$ cat config.mk
export PLATFORM = sky130hd
export DESIGN_NAME = controle_climatizacao
export DESIGN_NICKNAME = d
export VERILOG_FILES = /design/src/rtl/controle_climatizacao.sv
export SDC_FILE = /design/constraint.sdc
export NUM_CORES = 1
export LEC_CHECK = 0
export ABC_AREA = 1
export CAP_MARGIN = 5
export CORE_MARGIN = 2
export CORE_UTILIZATION = 40
export DETAILED_ROUTE_END_ITERATION = 7
export PLACE_DENSITY = 0.61
export SLEW_MARGIN = 0
export SYNTH_ARGS = -nofsm -noshare
export SYNTH_HDL_FRONTEND = slang
export SYNTH_SLANG_ARGS = --single-unit
$ cat constraint.sdc
create_clock -name clk_2 -period 2 [get_ports clk_2]
set_input_delay 0.5 -clock clk_2 [delete_from_list [all_inputs] [get_ports clk_2]]
set_output_delay 0.5 -clock clk_2 [all_outputs]
set_load 0.03 [all_outputs]
$ cat src/rtl/controle_climatizacao.sv
// Climate control stage: turns button presses into desired-temperature steps, ramps the
// real temperature toward it at a fixed rate and counts condensate drips while cooling.
module controle_climatizacao #(
  parameter int TBITS       = 3,
  parameter int TMIN        = 0,
  parameter int TMAX        = 7,
  parameter int TAMB        = 7,
  parameter int STEP_CYCLES = 4,
  parameter int DRIP_PERIOD = 8
) (
  input  logic             clk_2,
  input  logic             reset,
  input  logic             aumenta,
  input  logic             diminui,
  output logic [TBITS-1:0] desejo,
  output logic [TBITS-1:0] real_o,
  output logic [1:0]       estado,
  output logic             pingando,
  output logic [3:0]       gotas
);

  localparam int SW = $clog2(STEP_CYCLES);
  localparam int DW = $clog2(DRIP_PERIOD);
  localparam logic [TBITS-1:0] TMIN_C    = TBITS'(TMIN);
  localparam logic [TBITS-1:0] TMAX_C    = TBITS'(TMAX);
  localparam logic [TBITS-1:0] TAMB_C    = TBITS'(TAMB);
  localparam logic [SW-1:0]    STEP_LAST = SW'(STEP_CYCLES - 1);
  localparam logic [DW-1:0]    DRIP_LAST = DW'(DRIP_PERIOD - 1);

  typedef enum logic [1:0] {
    OCIOSO     = 2'b00,
    RESFRIANDO = 2'b01,
    AQUECENDO  = 2'b10
  } estado_t;

  logic             aumenta_q, diminui_q;
  logic [TBITS-1:0] desejo_q, desejo_d;
  logic [TBITS-1:0] real_q, real_d;
  logic [SW-1:0]    timer_q, timer_d;
  logic [DW-1:0]    drip_q, drip_d;
  logic             ping_q, ping_d;
  logic [3:0]       gotas_q, gotas_d;
  logic             up_ev, dn_ev, press;
  estado_t          estado_w;

  assign up_ev = aumenta & ~aumenta_q;
  assign dn_ev = diminui & ~diminui_q;
  // Simultaneous up and down events cancel each other entirely.
  assign press = up_ev ^ dn_ev;

  always_comb begin
    if (real_q == desejo_q)     estado_w = OCIOSO;
    else if (real_q > desejo_q) estado_w = RESFRIANDO;
    else                        estado_w = AQUECENDO;
  end

  always_comb begin
    desejo_d = desejo_q;
    if (up_ev && !dn_ev && desejo_q != TMAX_C) desejo_d = desejo_q + TBITS'(1);
    if (dn_ev && !up_ev && desejo_q != TMIN_C) desejo_d = desejo_q - TBITS'(1);

    // A press restarts the step interval and suppresses any step due this cycle.
    real_d  = real_q;
    timer_d = timer_q + SW'(1);
    if (estado_w == OCIOSO || press) begin
      timer_d = '0;
    end else if (timer_q == STEP_LAST) begin
      timer_d = '0;
      real_d  = (estado_w == RESFRIANDO) ? real_q - TBITS'(1) : real_q + TBITS'(1);
    end

    drip_d  = drip_q;
    ping_d  = 1'b0;
    gotas_d = gotas_q;
    if (estado_w == RESFRIANDO) begin
      if (drip_q == DRIP_LAST) begin
        drip_d = '0;
        ping_d = 1'b1;
        if (gotas_q != 4'hF) gotas_d = gotas_q + 4'd1;
      end else begin
        drip_d = drip_q + DW'(1);
      end
    end
  end

  always_ff @(posedge clk_2) begin
    if (reset) begin
      aumenta_q <= 1'b0;
      diminui_q <= 1'b0;
      desejo_q  <= TAMB_C;
      real_q    <= TAMB_C;
      timer_q   <= '0;
      drip_q    <= '0;
      ping_q    <= 1'b0;
      gotas_q   <= '0;
    end else begin
      aumenta_q <= aumenta;
      diminui_q <= diminui;
      desejo_q  <= desejo_d;
      real_q    <= real_d;
      timer_q   <= timer_d;
      drip_q    <= drip_d;
      ping_q    <= ping_d;
      gotas_q   <= gotas_d;
    end
  end

  assign desejo   = desejo_q;
  assign real_o   = real_q;
  assign estado   = estado_w;
  assign pingando = ping_q;
  assign gotas    = gotas_q;

endmodule
* After elaboration in Yosys (flattened, before gate mapping)
Index checks and enable logic that the tools add are counted.
** Operators by class
- Bitwise logic cells :: 7
- Reductions and logical operators :: 14
- $add $sub $neg :: 7
- Mux-type cells :: 7
- Magnitude comparators :: 1
- Equality and inequality tests :: 6
** Operators by type and width (count)
- $mux W3 :: 4
- $add A3 B1 Y3 const B :: 3
- $sub A3 B1 Y3 const B :: 2
- $add A4 B1 Y4 const B :: 1
- $logic_and A1 B1 Y1 :: 4
- $mux W2 :: 2
- $ne A4 B4 Y1 const B :: 1
- $not A1 Y1 :: 4
- $eq A3 B3 Y1 :: 1
- $eq A3 B3 Y1 const B :: 1
- $gt A3 B3 Y1 :: 1
- $ne A3 B3 Y1 const B :: 1
- $reduce_and A3 Y1 :: 1
- $reduce_bool A3 Y1 :: 1
- $reduce_or A3 Y1 :: 1
- $add A2 B1 Y2 const B :: 1
- $and A1 B1 Y1 :: 2
- $eq A2 B1 Y1 const B :: 1
- $eq A2 B2 Y1 const B :: 1
- $logic_not A1 Y1 :: 2
- $logic_not A2 Y1 :: 1
- $reduce_and A2 Y1 :: 1
- $reduce_bool A2 Y1 :: 1
- $reduce_or A2 Y1 :: 1
- other kinds (3) :: 3
** Word-level totals
- Output and inout bits :: 13
- Word-level logic and storage cells :: 50
- Bits in registers :: 18

* Logic depth before layout (Yosys ltp)
- Word-level depth :: 7
- Mapped depth :: 12
- Depth with buffers taken out :: 12

* Worst setup path before layout
No wires, ideal clock.
- Path type :: register to output
- From :: register desejo_q[2], in the netlist desejo[2]
- To :: output port estado[1]
- Required time :: 1500 ps
- Path buffers :: 0
- Cell stages (with the launch flop) :: 6
- Setup slack :: -237 ps
- Arrival :: 1737 ps
- Cell sequence :: dfxtp_1 inv_1 ha_1 a21oi_2 nand2_2 nor2_1
** Between the ends
- Longest elaborated chain between the ends :: 3
- Elaborated cells between the ends (all ways) :: 4
- Classes of those cells :: 1 x order compare; 1 x eq/ne; 2 x mux
** RTL lines
- start, declared :: line 37 : logic [TBITS-1:0] desejo_q, desejo_d;
- start signal, assigned :: line 99 : desejo_q <= desejo_d;
- $gt A3 B3 Y1 :: line 53 : else if (real_q > desejo_q) estado_w = RESFRIANDO;
- $mux W2 :: line 53
- $mux W2 * :: line 52 : if (real_q == desejo_q) estado_w = OCIOSO;
- end, declared :: line 17 : output logic [1:0] estado,
Every way passes the cells marked *; elsewhere a longest branch is shown, timed or not.

* Worst setup path after layout
- From :: register desejo_q[2], in the netlist desejo[2]
- To :: output port estado[0]
The elaborated chain is that of the path after synthesis.

==> results.txt <==
Outcome: finished, violations left
Failing checks: negative setup slack
P&R area growth vs syn: 42.7%
RSZ-0062 raised after global routing: yes
Final period util: 100%
Data required, critical path: 1.50 ns
Port Buffers: 16
Max IR drop VDD: 426 uV
CP Buf/Inv Count: 3
Post-synth top cells: dfxtp_1 (18), nand2_1 (18), inv_1 (17), nor2_1 (14)
Top-area cell type share of the netlist area: 37.1%
Slowest cell on the critical path: dfxtp_2
Diode count: 0
Total iterations of the first detailed-routing run: 4
R2R Setup Slk: 0.16 ns
Synth Instances: 122
Critical Path AT: 1.50 ns
Cell family with most CP delay: flip-flops
Final GP Congestion: 0.786
Max stage delay on crit path: 0.36 ns
Clock Skew: 0.00156 ns
Post-synthesis cell area: 972 um2
H-tree levels: 1
CP startpoint kind: flop
# setup viols final: 1
Comb power frac: 39.3%
Sw Ratio: 34.3%
Worst Hold End: timer_q[0]
CTS tree: done
Critical Path Most Common Cell: buf_6
Sequential fraction of the synthesis area: 37.1%
Max-slew violation count: 0
Max-Cap Viols: 0
Max FO, Critical Path: 3
Power Density: 759 mW/mm2
I/O pins: 17
Fillers: 202
Clock buffer count from CTS: 3
Final TNS setup: -0.00478 ns
Yosys warns: 0
Clock Tree Buf Depth: 2
Clock transition at the registers of the reported paths: 0.11 ns
Per-cell routed wire length: 12.2 um
Tot GR Track Use: 17.7%
Clock share of power: 21.6%
Syn Area/Cell: 7.97 um2
Starting DRT DRC Count: 12
Final setup margin: -0.00478 ns
Sequential share of power: 39.1%
Critical Path, Cell by Cell: inv_2 > ha_4 > nand3_4 > buf_6 > a21oi_4 > buf_6
Num rows: 17
Initial Util: 43.1%
Syn nets: 137
Root buf cell: clkbuf_4
Post-synth EDFFs: 0
Fmax: 499 MHz
R2r worst-path depth: 11
#FFs+latches synth: 18
Overall Power: 1050 uW
Worst hold slack: 0.424 ns
Yosys top cell by area: dfxtp_1
CORE AREA: 0.00225 mm2
Int Power: 691 uW
Die height: 53.3 um
Max_slew headroom: 78.9%
Die outline width: 53.3 um
Worst R2R End: real_o[2]
Layout cell share with drive strength beyond 1: 28.6%
Cells on Worst Hold Path: 1
Vias in the first global route: 871
Largest net degree at the start of global routing: 11
Post-synth top flop: dfxtp_1
Final Hold Fails: 0
Core Util, Final: 61.5%
Vias per cell: 5.08
DP Wirelength: 1.56 mm
Overflow after GRT: 0
Worst reg2reg startpoint: desejo[2]
Clock Sinks: 18
Leak: 0.000658 uW
Final wirelength: 2.23 mm
DRT antenna net count: 0
Post-route minimum period: 2.00 ns
Die ar.: 0.00284 mm2
Sw power: 361 uW
DR vias: 925
Nets: 170
Async SR Flop Fraction: 0%
Min-Delay Path Class: reg -> reg
Crit Path Class: reg -> out
CP endpoint kind: primary output
Yosys cell types: 24
Synth top area cells: dfxtp_1 (37%), ha_1 (12%), nand2_1 (6.9%)
First-pass GRT wire length: 3.62 mm
Initial antenna violation count: 0
Worst skew pair latency: 0.29 ns
Residual DRC: 0
Worst hold start: timer_q[0]
Least-Margin Pin Slew: 0.315 ns
-- repair_timing --
item | in CTS | in global routing
hold buffers | 0 | 0
resized for setup | 14 | 10
buffers inserted | 4 | 2
pin swaps | 5 | 2
setup endpoints to repair | 2 | 6
gates cloned | 0 | 0
-- cell type report --
cell class | count | area, um2 | area share [%]
inverters | 21 | 81.3 | 5.86
clock buffers | 4 | 36.3 | 2.61
multi-input cells | 82 | 598 | 43.1
well taps | 28 | 35.0 | 2.52
flip-flops and latches | 18 | 365 | 26.3
repair buffers | 29 | 272 | 19.6
-- routing by layer --
layer	up-vias	track usage, %	part of all wire (%)
met3	2	3.11	3.3
met1	443	21.0	45
met2	14	31.1	51
li1	466	-	-
met5	-	0	0
met4	0	7.26	0.40
-- sequential cells by signal, indices dropped and copies added (netlist names) --
name / count
aumenta_q: 1
desejo: 3
diminui_q: 1
drip_q: 3
gotas: 4
pingando: 1
real_o: 3
timer_q: 2
-- worst max path at each step --
stage               from  depth (start not counted)  slack (ns)        end
2_1_floorplan  desejo[2]                         10       0.006  real_o[2]
3_3_place_gp     diminui                         10       -0.16  desejo[2]
3_5_place_dp     diminui                         10       -0.30  desejo[2]
4_1_cts        desejo[2]                          6      -0.007  estado[0]
5_1_grt          diminui                         10       -0.07  desejo[2]
6_report       desejo[2]                          6      -0.005  estado[0]
-- through the flow --
stage / cells / setup WS, ns / area [um2]
floorplan: 122 / 0.00563 / 982
global placement: 172 / -0.158 / 1220
detailed placement: 172 / -0.296 / 1220
CTS: 180 / -0.00651 / 1350
global route: 182 / -0.0670 / 1390
finish: 182 / -0.00478 / 1390
-- kinds of logic after synthesis --
logic type                 count (synthesis)  share of synthesized area, %
and+or+nand+nor                           54                          26.9
buffers and inverters                     22                          8.62
DFF                                       18                          37.1
AOI/OAI and AO/OA                         16                          10.8
adders and majority gates                 11                          15.7
xor gates and xnor gates                   1                         0.901
-- worst register-to-register path, cell delays in order (launching register included) --
cell and delay [ns]:
dfxtp_2 0.36, inv_2 0.06, ha_4 0.24, buf_4 0.15
nand3_4 0.07, buf_4 0.14, nand2_2 0.07, fa_2 0.34
inv_1 0.06, nand3_1 0.08, nand4_1 0.09, nand3_1 0.07
-- power by group through the flow --
stage	clock network, uW	logic (uW)	registers [uW]
2_1_floorplan	0	204	433
3_3_place_gp	0	317	418
3_5_place_dp	0	331	420
4_1_cts	232	398	411
5_1_grt	246	453	416
6_report	227	414	411
-- placed cells by master (no fill, tap or decap) --
cell / n
nand2_2: 1
dfxtp_1: 14
dfxtp_2: 4
clkinv_1: 1
inv_4: 1
inv_2: 5
clkbuf_4: 3
nor2_4: 1
nand2_4: 1
o211a_1: 1
nor2_2: 2
clkdlybuf4s50_1: 11
o211ai_1: 2
buf_6: 3
nand4_2: 1
clkbuf_8: 1
nand3_4: 2
a21oi_4: 2
inv_1: 14
nand4_1: 6
nor2_1: 12
a21oi_1: 5
ha_4: 2
nand2_1: 18
fa_2: 2
ha_2: 1
buf_4: 12
nand3_1: 9
dlymetal6s2s_1: 3
o21ai_1: 6
xor2_1: 1
ha_1: 6
nand3b_1: 1
No activity file was read; power rests on OpenSTA's default activity.
